$ cat src/rtl/l4_result_tx.sv
`timescale 1ns/1ps
// l4_result_tx
// Streams the 64 signed layer-4 results out of a UART as one 192-byte frame.
// Each 18-bit result is sign-extended to 24 bits and sent MSB byte first.
// Every byte is 8N1 with the data LSB first, and bytes follow each other
// with no idle gap.
//
// Parameters:
//   BAUD_DIV  clock cycles per UART bit (2..65535)
// Ports:
//   clk      system clock, rising edge
//   rst      asynchronous active-high reset
//   strt     results-valid level; a rising edge launches one frame
//   din      64 x 18-bit signed results, held stable by the producer until tx_done
//   tx       UART serial output, idle high
//   busy     high from frame start through the DONE cycle
//   tx_done  one-cycle pulse after the final stop bit
module l4_result_tx #(
  parameter int BAUD_DIV = 434
) (
  input  logic        clk,
  input  logic        rst,
  input  logic        strt,
  input  logic [17:0] din [63:0],
  output logic        tx,
  output logic        busy,
  output logic        tx_done
);

  typedef enum logic [2:0] {IDLE, START, DATA, STOP, DONE} state_t;

  localparam logic [15:0] BAUD_LAST = 16'(BAUD_DIV - 1);

  state_t      r_state;
  state_t      w_state_next;
  logic        r_strt;
  logic [15:0] r_baud;
  logic [2:0]  r_bit;
  logic [1:0]  r_byte;
  logic [5:0]  r_word;
  logic [23:0] r_hold;
  logic [7:0]  r_shift;
  logic        r_tx;

  logic        w_edge;
  logic        w_baud_end;
  logic        w_last_byte;
  logic [23:0] w_din_sx;
  logic [7:0]  w_load_byte;
  logic        w_tx_next;

  assign w_edge      = strt & ~r_strt;
  assign w_baud_end  = (r_baud == BAUD_LAST);
  // Byte 191 is word 63, byte 2; the frame ends there instead of wrapping.
  assign w_last_byte = (r_word == 6'd63) && (r_byte == 2'd2);
  assign w_din_sx    = {{6{din[r_word][17]}}, din[r_word]};

  // Byte 0 of a word comes straight from din; bytes 1 and 2 come from the
  // copy captured when byte 0 was loaded, so din is sampled once per word.
  always_comb begin
    w_load_byte = r_hold[7:0];
    case (r_byte)
      2'd0:    w_load_byte = w_din_sx[23:16];
      2'd1:    w_load_byte = r_hold[15:8];
      default: w_load_byte = r_hold[7:0];
    endcase
  end

  always_comb begin
    w_state_next = r_state;
    case (r_state)
      IDLE:  if (w_edge) w_state_next = START;
      START: if (w_baud_end) w_state_next = DATA;
      DATA:  if (w_baud_end && (r_bit == 3'd7)) w_state_next = STOP;
      STOP:  if (w_baud_end) w_state_next = w_last_byte ? DONE : START;
      DONE:  w_state_next = IDLE;
      default: w_state_next = IDLE;
    endcase
  end

  // tx is registered; its next value anticipates what the shift register
  // will hold after this edge so the line changes exactly at bit boundaries.
  always_comb begin
    w_tx_next = 1'b1;
    case (w_state_next)
      START: w_tx_next = 1'b0;
      DATA: begin
        if (r_state == START)
          w_tx_next = w_load_byte[0];
        else if (w_baud_end)
          w_tx_next = r_shift[1];
        else
          w_tx_next = r_shift[0];
      end
      default: w_tx_next = 1'b1;
    endcase
  end

  always_ff @(posedge clk or posedge rst) begin
    if (rst) begin
      r_state <= IDLE;
      r_strt  <= 1'b0;
      r_baud  <= '0;
      r_bit   <= '0;
      r_byte  <= '0;
      r_word  <= '0;
      r_hold  <= '0;
      r_shift <= '0;
      r_tx    <= 1'b1;
    end else begin
      r_strt  <= strt;
      r_state <= w_state_next;
      r_tx    <= w_tx_next;

      if ((r_state == IDLE) || (r_state == DONE) || w_baud_end)
        r_baud <= '0;
      else
        r_baud <= r_baud + 16'd1;

      if (r_state == IDLE) begin
        r_bit  <= '0;
        r_byte <= '0;
        r_word <= '0;
      end

      if ((r_state == START) && w_baud_end) begin
        if (r_byte == 2'd0)
          r_hold <= w_din_sx;
        r_shift <= w_load_byte;
      end

      if ((r_state == DATA) && w_baud_end) begin
        r_shift <= r_shift >> 1;
        r_bit   <= r_bit + 3'd1;
      end

      if ((r_state == STOP) && w_baud_end && !w_last_byte) begin
        if (r_byte == 2'd2) begin
          r_byte <= 2'd0;
          r_word <= r_word + 6'd1;
        end else begin
          r_byte <= r_byte + 2'd1;
        end
      end
    end
  end

  assign tx      = r_tx;
  assign busy    = (r_state != IDLE);
  assign tx_done = (r_state == DONE);

endmodule
$ cat config.mk
export PLATFORM = sky130hd
export DESIGN_NAME = l4_result_tx
export DESIGN_NICKNAME = d
export VERILOG_FILES = /design/src/rtl/l4_result_tx.sv
export SDC_FILE = /design/constraint.sdc
export NUM_CORES = 1
export LEC_CHECK = 0
export CAP_MARGIN = 20
export CORE_AREA = 2 2 445 447
export CTS_BUF_LIST = sky130_fd_sc_hd__clkbuf_8
export DETAILED_ROUTE_END_ITERATION = 10
export DIE_AREA = 0 0 447 449
export DONT_BUFFER_PORTS = 1
export HOLD_SLACK_MARGIN = 0.15
export PLACE_DENSITY = 0.3
export SLEW_MARGIN = 20
export SYNTH_ARGS = -nofsm -noshare
export SYNTH_HDL_FRONTEND = slang
export SYNTH_SLANG_ARGS = --single-unit
$ cat constraint.sdc
create_clock -name clk -period 6.5 [get_ports clk]
set_input_delay 0.975 -clock clk [delete_from_list [all_inputs] [get_ports clk]]
set_output_delay 0.975 -clock clk [all_outputs]
set_load 0.01 [all_outputs]
* Word-level counts from Yosys, hierarchy flattened *
Index checks and enable logic that the tools add are counted.

storage, ports and cells
  register bits = 56
  latch bits = 0
  memory bits (writable) = 0
  bits in read-only memories = 0
  bits of input ports = 1,155
  output and inout port bits = 3
  memories kept = 0

cells by class
  $add $sub $neg = 4
  multiply operators = 0
  div/mod/pow operators = 0
  order comparisons = 1
  equality and inequality tests = 11
  shifts and indexed selects = 0
  muxes and demuxes = 23
  bitwise operators = 2
  reduce and logical (&&, ||, !) cells = 16

operators with widths
  cell                   count
  $bmux 18 s6            1
  $mux 3                 7
  $mux 18                1
  $mux 6                 3
  $add 16x1->16 const B  1
  $eq 16x9->1 const B    1
  $mux 16                1
  $mux 8                 2
  $pmux 8 s2             1
  $pmux 3 s4             1
  $eq 3x2->1 const B     3
  $lt 6x7->1 const B     1
  $add 6x1->6 const B    1
  $eq 3x1->1 const B     2
  $eq 3x3->1 const B     2
  $eq 6x6->1 const B     1
  $logic_and 1x1->1      6
  $mux 2                 3
  $reduce_bool 2->1      3
  $add 3x1->3 const B    1
  $logic_not 3->1        1
  $reduce_bool 3->1      1
  $add 2x1->2 const B    1
  $eq 2x1->1 const B     1
  other kinds (9)        11

* Longest topological paths before layout *
Gate-level depths: netlist (run 1).

  word-level depth = 7
  gate-level depth with buffers = 11
  mapped depth without buffers = 9

* Least setup slack after synthesis (run 1) *
Ideal clock, no wire load.

  kind = input to register
  from = in din[856] (netlist name)
  to = reg r_hold[10]
  setup time = 0.133 ns
  arrival time = 2.262 ns
  required time = 6.367 ns
  setup slack = 4.106 ns
  cell stages on the path = 5
  path buffers = 0
  cell sequence = mux4_2 mux4_2 mux2_2 nand2_1 o211ai_1

between the ends
  cells in the longest elaborated chain, start to end = 2

RTL lines
  element                        RTL line  RTL
  start, declared                24        input logic [17:0] din [63:0],
  $bmux 18 s6                    56        assign w_din_sx = {{6{din[r_word][17]}}, din[r_word]};
  $mux 18 (implied by the code)  56
  end signal, assigned           128       r_hold <= w_din_sx;
  end, declared                  41        logic [23:0] r_hold;

Every way passes these cells. The select of a mux whose other input is x is not followed.
A chain may end at the register's enable or synchronous reset.

* Final worst setup path (run 1) *
  from = reg r_word[1]
  to = reg r_hold[0]

between the ends
  cells in the longest elaborated chain, start to end = 2

RTL lines
  element                        RTL line  RTL
  start, declared                40        logic [5:0] r_word;
  start signal, assigned         140       r_word <= r_word + 6'd1;
  $bmux 18 s6                    56
  $mux 18 (implied by the code)  56

Every way passes these cells. The select of a mux whose other input is x is not followed.

==> results of run 1 <==
## synth_stat cells (all sizes together) (2+ instances only)
cell	count	share of area, %
mux2	14	1.3
clkbuf	44	1.4
a21oi	13	0.55
xor2	7	0.52
nand2	64	2.0
nand2b	5	0.27
ha	5	0.53
mux4	330	63
a31oi	11	0.59
inv	4	0.13
mux2i	72	6.1
a21boi	2	0.13
nor3	6	0.26
or3	8	0.43
nand4	9	0.48
nor2b	7	0.37
buf	60	2.8
o211ai	15	0.96
a22oi	26	1.7
nor3b	4	0.30
dfrtp	55	12
a2111oi	2	0.15
xnor2	3	0.22
nor2	23	0.76
o22ai	6	0.32
o21ai	14	0.60
nand3	12	0.51
and3	5	0.27
nor4	4	0.27
## logic make-up (layout without fill, tap and decap cells)
group / after synthesis / count (layout) / share of synthesized area (%)
XOR/XNOR: 10 / 10 / 0.745
AND/OR/NAND/NOR: 154 / 154 / 6.47
AO/OA/AOI/OAI: 95 / 95 / 5.35
buffers and inverters: 108 / 34 / 4.32
adder cells (fa/ha/maj): 5 / 5 / 0.532
other: 0 / 113 / 0
multiplexers: 416 / 416 / 70.7
flip-flops: 56 / 56 / 11.9
## metrics by stage
stage	utilization (%)	std cells	instance area, µm²	hold slack, ns
floorplan	-	844	11800	0.463
detailed placement	7.55	3402	14800	0.487
finish	7.75	3523	15200	0.514
CTS	7.61	3410	14900	0.520
global route	7.65	3442	15000	0.556
global placement	7.55	3402	14800	0.478
## area by class of cell
| cell class | count | share of cell area [%] |
|---|---|---|
| clock buffer | 5 | 0.452 |
| tap | 2640 | 21.7 |
| timing repair buffer | 22 | 1.36 |
| sequential | 56 | 9.34 |
| multi-input combinational | 680 | 64.9 |
| inverter | 4 | 0.107 |
| clock inverter | 3 | 0.280 |
| antenna | 113 | 1.86 |
## state kept, by name, summed over array words and instances, names as in the netlist
signal,flops
r_baud,16
r_bit,3
r_byte,2
r_hold,16
r_shift,8
r_state,3
r_strt,1
r_word,6
tx,1
## how the worst min path moves through the flow
stage / endpoint / from / depth (start not counted) / slack (ns)
5_1_grt: r_strt$_DFF_PP0_ / strt / 0 / 0.56
2_1_floorplan: r_state[1]$_DFF_PP0_ / r_state[2]$_DFF_PP0_ / 1 / 0.46
3_5_place_dp: r_bit[1]$_DFFE_PP0P_ / r_bit[1]$_DFFE_PP0P_ / 2 / 0.49
6_report: r_bit[1]$_DFFE_PP0P_ / r_bit[1]$_DFFE_PP0P_ / 2 / 0.51
3_3_place_gp: r_bit[2]$_DFFE_PP0P_ / r_bit[2]$_DFFE_PP0P_ / 2 / 0.48
4_1_cts: r_bit[1]$_DFFE_PP0P_ / r_bit[1]$_DFFE_PP0P_ / 2 / 0.52
## power by group
group	internal, µW	switching (µW)
registers	349	0.759
logic	153	149
clock network	116	185
## worst max-delay path, delay by kind of cell (launching register included)
kind	cells	cell delay, ns
AO/OA/AOI/OAI	3	1.10
AND/OR/NAND/NOR	2	0.37
flip-flops	1	0.85
buffers and inverters	2	1.04
multiplexers	1	0.40
## per-layer routing
metal,up-vias,global-route usage [%]
met5,-,0
met4,56,3.14
met2,1229,21.1
met1,5952,15.1
li1,3729,-
met3,268,4.34
## layout by cell type, fill, tap and decap left out, drive strengths merged, types with 2 or more instances in the layout
cell type and n:
a2111oi 2, a21boi 2, a21oi 13, a22oi 26
a31oi 11, and3 5, buf 22, clkbuf 5
dfrtp 55, diode 113, ha 5, inv 5
mux2 14, mux2i 72, mux4 330, nand2 64
nand2b 5, nand3 12, nand4 9, nor2 23
nor2b 7, nor3 6, nor3b 4, nor4 4
o211ai 15, o21ai 14, o22ai 6, or3 8
xnor2 3, xor2 7
==> impl_metrics.tcl, run 1 <==
set metrics [dict create \
    clock_path_buffers 2 \
    cts_tree "yes" \
    grt_max_degree 134 \
    vias 11200 \
    gp_congestion 1.04 \
    route.met2.wl_um 63600 \
    drv_slew 0 \
    fin_skew_ns 0.0384 \
    status "finished clean" \
    slowest_delay_ns 0.85 \
    ff2ff_setup_slack_ns 2.13 \
    synth_ff_type "dfrtp_1" \
    rsz0062_at_grt "no" \
    max_slew.worst_pin.slew_ns 1.20 \
    crit_type "reg2reg" \
    reg2reg_to "r_hold[0]$_DFFE_PP0P_" \
    drc_errors 0 \
    drv_cap 0 \
    fp.dieW_um 447 \
    cts_setup_buffers 0 \
    startpoint "r_word[1]$_DFF_PP0_" \
    row_count 163 \
    setup.worst_path.end_class "flop" \
    ys_warn_count 0 \
    area_delta_synth_final_pct 29.3 \
    dr.pass1.iters 5 \
    place.port_buffers 0 \
    core_um2 196000 \
    cp.required_ns 6.78 \
    yosysSeqAreaShare_pct 11.9 \
    nets 1929 \
    routed_wl_um 133000 \
    synthCells 844 \
    relSlewSlack_pct 20.0 \
    via_per_inst 3.19 \
    avgRoutedWirePerCell_um 37.6 \
    synth_area_per_cell_um2 13.9 \
    synth_nets 2004 \
    fmax_mhz 229 \
    antenna_found_initial 207 \
    tns_ns 0 \
    drtIter0Drc 1291 \
    ir_drop_uv 92.4 \
    setup_viol 0 \
    first_global_vias 11100 \
    grt_first_pass_wirelength_um 157000 \
    netlist-cell-type-count 50 \
    ys_seq_elements 56 \
    finalCritPeriodShare_pct 67.2 \
    synth-edff-count 0 \
    fin_ws_ns 2.13 \
    grt_use_total_pct 12.5 \
    arrival_ns 4.65 \
    die_height_um 449 \
    ff_latch_area_um2 1420 \
    hold_class "reg2reg" \
    hold_buffers 0 \
    worstSetupStartpointType "flop" \
    power_density_nw_per_um2 62.6 \
    root_buffer "clkbuf_8" \
    slowest_stage "dfrtp_4" \
    multi_input_area_um2 9870 \
    worstSkewPairLatency_ns 0.42 \
    dp_slack_ns 2.12 \
    synth_area_um2 11800 \
    cts_resized 0 \
    nFillCells 22800 \
    leakagePower_uw 0.00324 \
    dp_hpwl_um 119000 \
    r2r-start "r_word[1]$_DFF_PP0_" \
    final-hold-violation-count 0 \
    floorplan.initialDensity_pct 5.99 \
    cts.sinks 56 \
    synthArstFlopShare_pct 100 \
    crit_path_end "r_hold[0]$_DFFE_PP0P_" \
    cts_buffers 5 \
    reg2regPathDepth 8 \
    clkTransAtPathRegs_ns 0.18 \
    io_pins 1158 \
    wl_met1_um 52000 \
    drive_gt1_share_pct 50.9 \
    fin_crit_ns 4.37 \
    cp_cell_sequence "buf_12 > buf_4 > mux4_2 > nor2b_1 > a211oi_1 > nor4_1 > a22oi_1 > o21ai_0" \
    power.total_uw 953 \
    crit_fanout 133 \
    overflow 0 \
    met3WireLength_um 12100 \
    top_layer "met5" \
    die-area_um2 201000 \
    htreeDepth 2 \
    antenna_left 0 \
]
Note: power is estimated with default switching activity, not from simulation.
==> run 2: changes to the inputs <==
==> constraint.sdc (replaced) <==
create_clock -name clk -period 3.6 [get_ports clk]
set_input_delay 0.54 -clock clk [delete_from_list [all_inputs] [get_ports clk]]
set_output_delay 0.54 -clock clk [all_outputs]
set_load 0.01 [all_outputs]
==> run 2 against run 1 <==
Compared with the run above:
- critical path depth up 1
- critical path type unchanged
- setup slack worse by 1.9 ns
- largest cell class unchanged
- clock power up 73%
==> impl_metrics.tcl, run 2 (same netlist as run 1, synthesis figures left out) <==
set metrics [dict create \
    status "finished clean" \
    grt_max_degree 89 \
    r2r-start "r_word[1]$_DFF_PP0_" \
    setup_viol 0 \
    fmax_mhz 294 \
    ff2ff_setup_slack_ns 0.20 \
    drv_slew 0 \
    clock_path_buffers 2 \
    drtIter0Drc 1338 \
    ir_drop_uv 209 \
    cts_buffers 5 \
    leakagePower_uw 0.00362 \
    antenna_left 0 \
    avgRoutedWirePerCell_um 36.3 \
    hold_class "reg2reg" \
    via_per_inst 3.20 \
    tns_ns 0 \
    grt_use_total_pct 12.4 \
    cp_cell_sequence "buf_12 > buf_12 > buf_4 > mux4_2 > mux2i_1 > buf_4 > o21ai_0 > a2111oi_0 > a21oi_1" \
    reg2regPathDepth 9 \
    layout_commonest_cell "mux4_2" \
    final_area_um2 15900 \
    dp_hpwl_um 117000 \
    drc_errors 0 \
    floorplan.initialDensity_pct 5.99 \
    drive_gt1_share_pct 54.6 \
    finalCritPeriodShare_pct 94.3 \
    die-area_um2 201000 \
    row_count 163 \
    crit_type "reg2reg" \
    io_pins 1158 \
    drv_cap 0 \
    crit_path_end "tx$_DFF_PP1_" \
    fin_cells 3605 \
    reg2reg_to "tx$_DFF_PP1_" \
    vias 11500 \
    area_delta_synth_final_pct 35.4 \
    die_height_um 449 \
    first_global_vias 11300 \
    core_um2 196000 \
    clkTransAtPathRegs_ns 0.15 \
    fp.dieW_um 447 \
    worstSetupStartpointType "flop" \
    cp.required_ns 3.87 \
    arrival_ns 3.67 \
    slowest_delay_ns 0.52 \
    startpoint "r_word[1]$_DFF_PP0_" \
    root_buffer "clkbuf_8" \
    place.port_buffers 0 \
    power.total_uw 1720 \
    htreeDepth 2 \
    crit_fanout 38 \
    setup.worst_path.end_class "flop" \
    final-hold-violation-count 0 \
    fin_skew_ns 0.0227 \
    cts.sinks 56 \
    relSlewSlack_pct 36.9 \
    grt_first_pass_wirelength_um 155000 \
    max_slew.worst_pin.slew_ns 0.946 \
    reg_top3 "r_baud (16), r_hold (16), r_shift (8)" \
    power_density_nw_per_um2 108 \
    gp_congestion 1.07 \
    slowest_stage "a2111oi_0" \
    routed_wl_um 131000 \
    antenna_found_initial 203 \
    rsz0062_at_grt "no" \
    nets 2000 \
    dp.cells 3464 \
    ff_latch_area_um2 1420 \
    fin_crit_ns 3.40 \
    nFillCells 22700 \
    dr.pass1.iters 5 \
    multi_input_area_um2 9860 \
    placed_cell_area_um2 15400 \
    final_cell_mix "mux4_2, buf_4, mux2i_1" \
    cts_tree "yes" \
    overflow 0 \
    worstSkewPairLatency_ns 0.40 \
    final_util_pct 8.12 \
]
run 2: cell types whose count changed in the layout (fill, tap and decap cells not counted), sizes merged:
cell,delta
buf,+69
diode,+11
dlygate4sd3,+2
inv,-2
clkinv,+1
clkinvlp,+1
run 2: how the worst min path moves through the flow:
stage	depth (start not counted)	start	slack, ns	end
3_3_place_gp	2	r_bit[2]$_DFFE_PP0P_	0.48	r_bit[2]$_DFFE_PP0P_
5_1_grt	2	r_hold[11]$_DFFE_PP0P_	0.55	r_hold[11]$_DFFE_PP0P_
2_1_floorplan	1	r_state[2]$_DFF_PP0_	0.46	r_state[1]$_DFF_PP0_
6_report	2	r_bit[2]$_DFFE_PP0P_	0.51	r_bit[2]$_DFFE_PP0P_
4_1_cts	1	rst	0.23	r_baud[11]$_DFF_PP0_
3_5_place_dp	2	r_bit[2]$_DFFE_PP0P_	0.49	r_bit[2]$_DFFE_PP0P_
run 2: power breakdown:
group	internal, µW	switching, µW
clock	208	312
sequential	631	1.50
combinational	296	272
run 2: worst max-delay path, delay by kind of cell (launching register included):
family / cells / cell delay, ns
buffers and inverters: 4 / 0.99
AOI/OAI and AO/OA: 3 / 0.90
muxes: 2 / 0.68
DFF: 1 / 0.51
run 2: through the flow:
stage	hold slack, ns	setup slack (ns)
finish	0.515	0.204
global route	0.549	0.0730
CTS	0.234	0.0193
detailed placement	0.491	-0.0816
global placement	0.484	-0.0837
floorplan	0.463	1.25
run 2: area by class of cell:
cell class / instances / area share (%)
multi-input combinational: 680 / 61.9
clock inverter: 3 / 0.267
tap: 2640 / 20.7
timing repair buffer: 93 / 5.67
antenna: 124 / 1.95
sequential: 56 / 8.92
clock buffer: 5 / 0.432
inverter: 4 / 0.102
run 2: routing by layer:
metal	vias to the layer above	share of wire (%)	global-route usage [%]	wire length, µm
li1	3883	-	-	-
met1	6054	40	15.5	51800
met2	1275	47	20.1	61300
met3	281	9.8	4.07	12900
met4	50	3.3	3.23	4260
met5	-	0.49	0	638
run 2: timing repair:
| item | CTS | global route |
|---|---|---|
| hold endpoints to repair | 1 | 18 |
| buffers inserted | 1 | 5 |
| hold buffers | 1 | 1 |
| resized for setup | 0 | 0 |
| endpoints found under the setup margin | 1 | 1 |
==> run 3: changes to the inputs <==
==> constraint.sdc (replaced) <==
create_clock -name clk -period 3.6 [get_ports clk]
set_input_delay 0.54 -clock clk [delete_from_list [all_inputs] [get_ports clk]]
set_output_delay 0.54 -clock clk [all_outputs]
set_load 0.1 [all_outputs]
==> run 3 against run 2 <==
Compared with the run above:
- routed wire length is 1.4% lower
- sequential share of layout area increased by 0.13 points
- fmax up 2.3%
- combinational power is 0.7% higher
- power shrank 1.8%
- setup slack gained 0.078 ns
- count of clock-buffer cells in the layout stayed put
- die area stayed put
- largest power group unchanged
==> impl_metrics.tcl, run 3 (same netlist as run 1, synthesis figures left out) <==
set metrics [dict create \
    status "finished clean" \
    routed_wl_um 129000 \
    io_pins 1158 \
    dr.pass1.iters 5 \
    setup_viol 0 \
    drv_slew 0 \
    drive_gt1_share_pct 54.1 \
    hp-start "strt" \
    final-hold-violation-count 0 \
    clkTransAtPathRegs_ns 0.14 \
    arrival_ns 3.55 \
    whs_endpoint "r_strt$_DFF_PP0_" \
    overflow 0 \
    leakagePower_uw 0.00355 \
    fin_crit_ns 3.32 \
    place.port_buffers 0 \
    final_area_um2 15700 \
    ir_drop_uv 196 \
    drv_cap 0 \
    reg2reg_to "r_hold[0]$_DFFE_PP0P_" \
    crit_buf_inv 1 \
    layout_commonest_cell "mux4_2" \
    fin_skew_ns 0.0206 \
    cp.required_ns 3.84 \
    drc_errors 0 \
    antenna_found_initial 194 \
    first_global_vias 11200 \
    die-area_um2 201000 \
    die_height_um 449 \
    hold_class "in2reg" \
    grt_first_pass_wirelength_um 154000 \
    min_path_cells 0 \
    vias 11200 \
    slowest_stage "mux4_2" \
    nFillCells 22800 \
    fp.dieW_um 447 \
    floorplan.initialDensity_pct 5.99 \
    r2r-start "r_word[0]$_DFF_PP0_" \
    gp_congestion 1.05 \
    cts_tree "yes" \
    rsz0062_at_grt "no" \
    cts_buffers 5 \
    worstSetupStartpointType "flop" \
    max_slew.worst_pin.slew_ns 0.891 \
    cpMostUsedCell "mux4_2" \
    area_delta_synth_final_pct 33.4 \
    nets 1986 \
    reg2regPathDepth 5 \
    root_buffer "clkbuf_8" \
    placed_cell_area_um2 15400 \
    relSlewSlack_pct 38.9 \
    avgRoutedWirePerCell_um 36.4 \
    cts.sinks 56 \
    finalCritPeriodShare_pct 92.2 \
    tns_ns 0 \
    startpoint "r_word[0]$_DFF_PP0_" \
    grt_max_degree 88 \
    worstSkewPairLatency_ns 0.36 \
    reg_top3 "r_baud (16), r_hold (16), r_shift (8)" \
    cp_cell_sequence "buf_12 > mux4_2 > mux4_2 > mux2i_1 > o21ai_0" \
    ff2ff_setup_slack_ns 0.28 \
    antenna_left 0 \
    htreeDepth 2 \
    setup.worst_path.end_class "flop" \
    cpLargestDelayFamily "multiplexers" \
    fmax_mhz 301 \
    crit_type "reg2reg" \
    drtIter0Drc 1183 \
    cts_resized 0 \
    slowest_delay_ns 0.76 \
    clock_path_buffers 2 \
    crit_fanout 52 \
    power_density_nw_per_um2 108 \
    grt_use_total_pct 12.2 \
    final_cell_mix "mux4_2, mux2i_1, nand2_1" \
    row_count 163 \
    core_um2 196000 \
    via_per_inst 3.18 \
    dp_hpwl_um 117000 \
]
[run 3: changes by cell type in the layout (fill, tap and decap cells not counted)]
cell           previous run  this run
buf_16                    0         1
or3_2                     0         1
buf_12                   16        14
buf_4                    75        63
or3_1                     8         7
diode_2                 124        74
dlygate4sd3_1             2         1
[run 3: timing repair]
| action | CTS | global route |
|---|---|---|
| endpoints found under the hold margin | 23 | 0 |
| hold buffers | 1 | 0 |
| buffers inserted | 0 | 0 |
[run 3: report_power, final]
part           internal [µW]  switching (µW)  leakage [µW]
combinational            292             280       0.00286
sequential               631           0.896      0.000631
clock                    207             278     0.0000546
[run 3: stage by stage]
step                      hold WS (ns)  util (%)  power (µW)  worst slack (ns)  instances
after global placement           0.483      7.84        1240            0.0784       3458
after detailed placement         0.485      7.84        1240            0.0396       3458
final                            0.224      8.00        1690             0.282       3541
after CTS                        0.183      7.90        1760            0.0164       3467
after floorplan                  0.463         -         961             0.312        844
after global routing             0.180      7.94        1780            0.0155       3492
[run 3: how the worst max path moves through the flow]
stage | endpoint | slack [ns] | cells after the start
after floorplan | tx_done | 0.31 | 2
after global placement | r_hold[0]$_DFFE_PP0P_ | 0.08 | 5
after global routing | tx$_DFF_PP1_ | 0.02 | 8
after detailed placement | r_hold[0]$_DFFE_PP0P_ | 0.04 | 5
final | r_hold[0]$_DFFE_PP0P_ | 0.28 | 5
after CTS | r_hold[0]$_DFFE_PP0P_ | 0.02 | 5
[run 3: metal layers]
layer | global-route usage [%] | vias to the layer above | routed length (µm)
met3 | 4.16 | 277 | 12200
met5 | 0 | - | 507
met2 | 20.5 | 1227 | 61700
met4 | 2.20 | 72 | 3330
met1 | 15.1 | 5864 | 51300
li1 | - | 3804 | -
[run 3: layout make-up]
class	count	area, µm²	share of cell area (%)
diodes	74	185	1.18
clock buffers	5	68.8	0.439
clock inverters	3	42.5	0.271
inverters	4	16.3	0.104
multi-input cells	680	9860	62.9
flip-flops and latches	56	1420	9.06
well taps	2640	3300	21.1
repair buffers	79	791	5.04
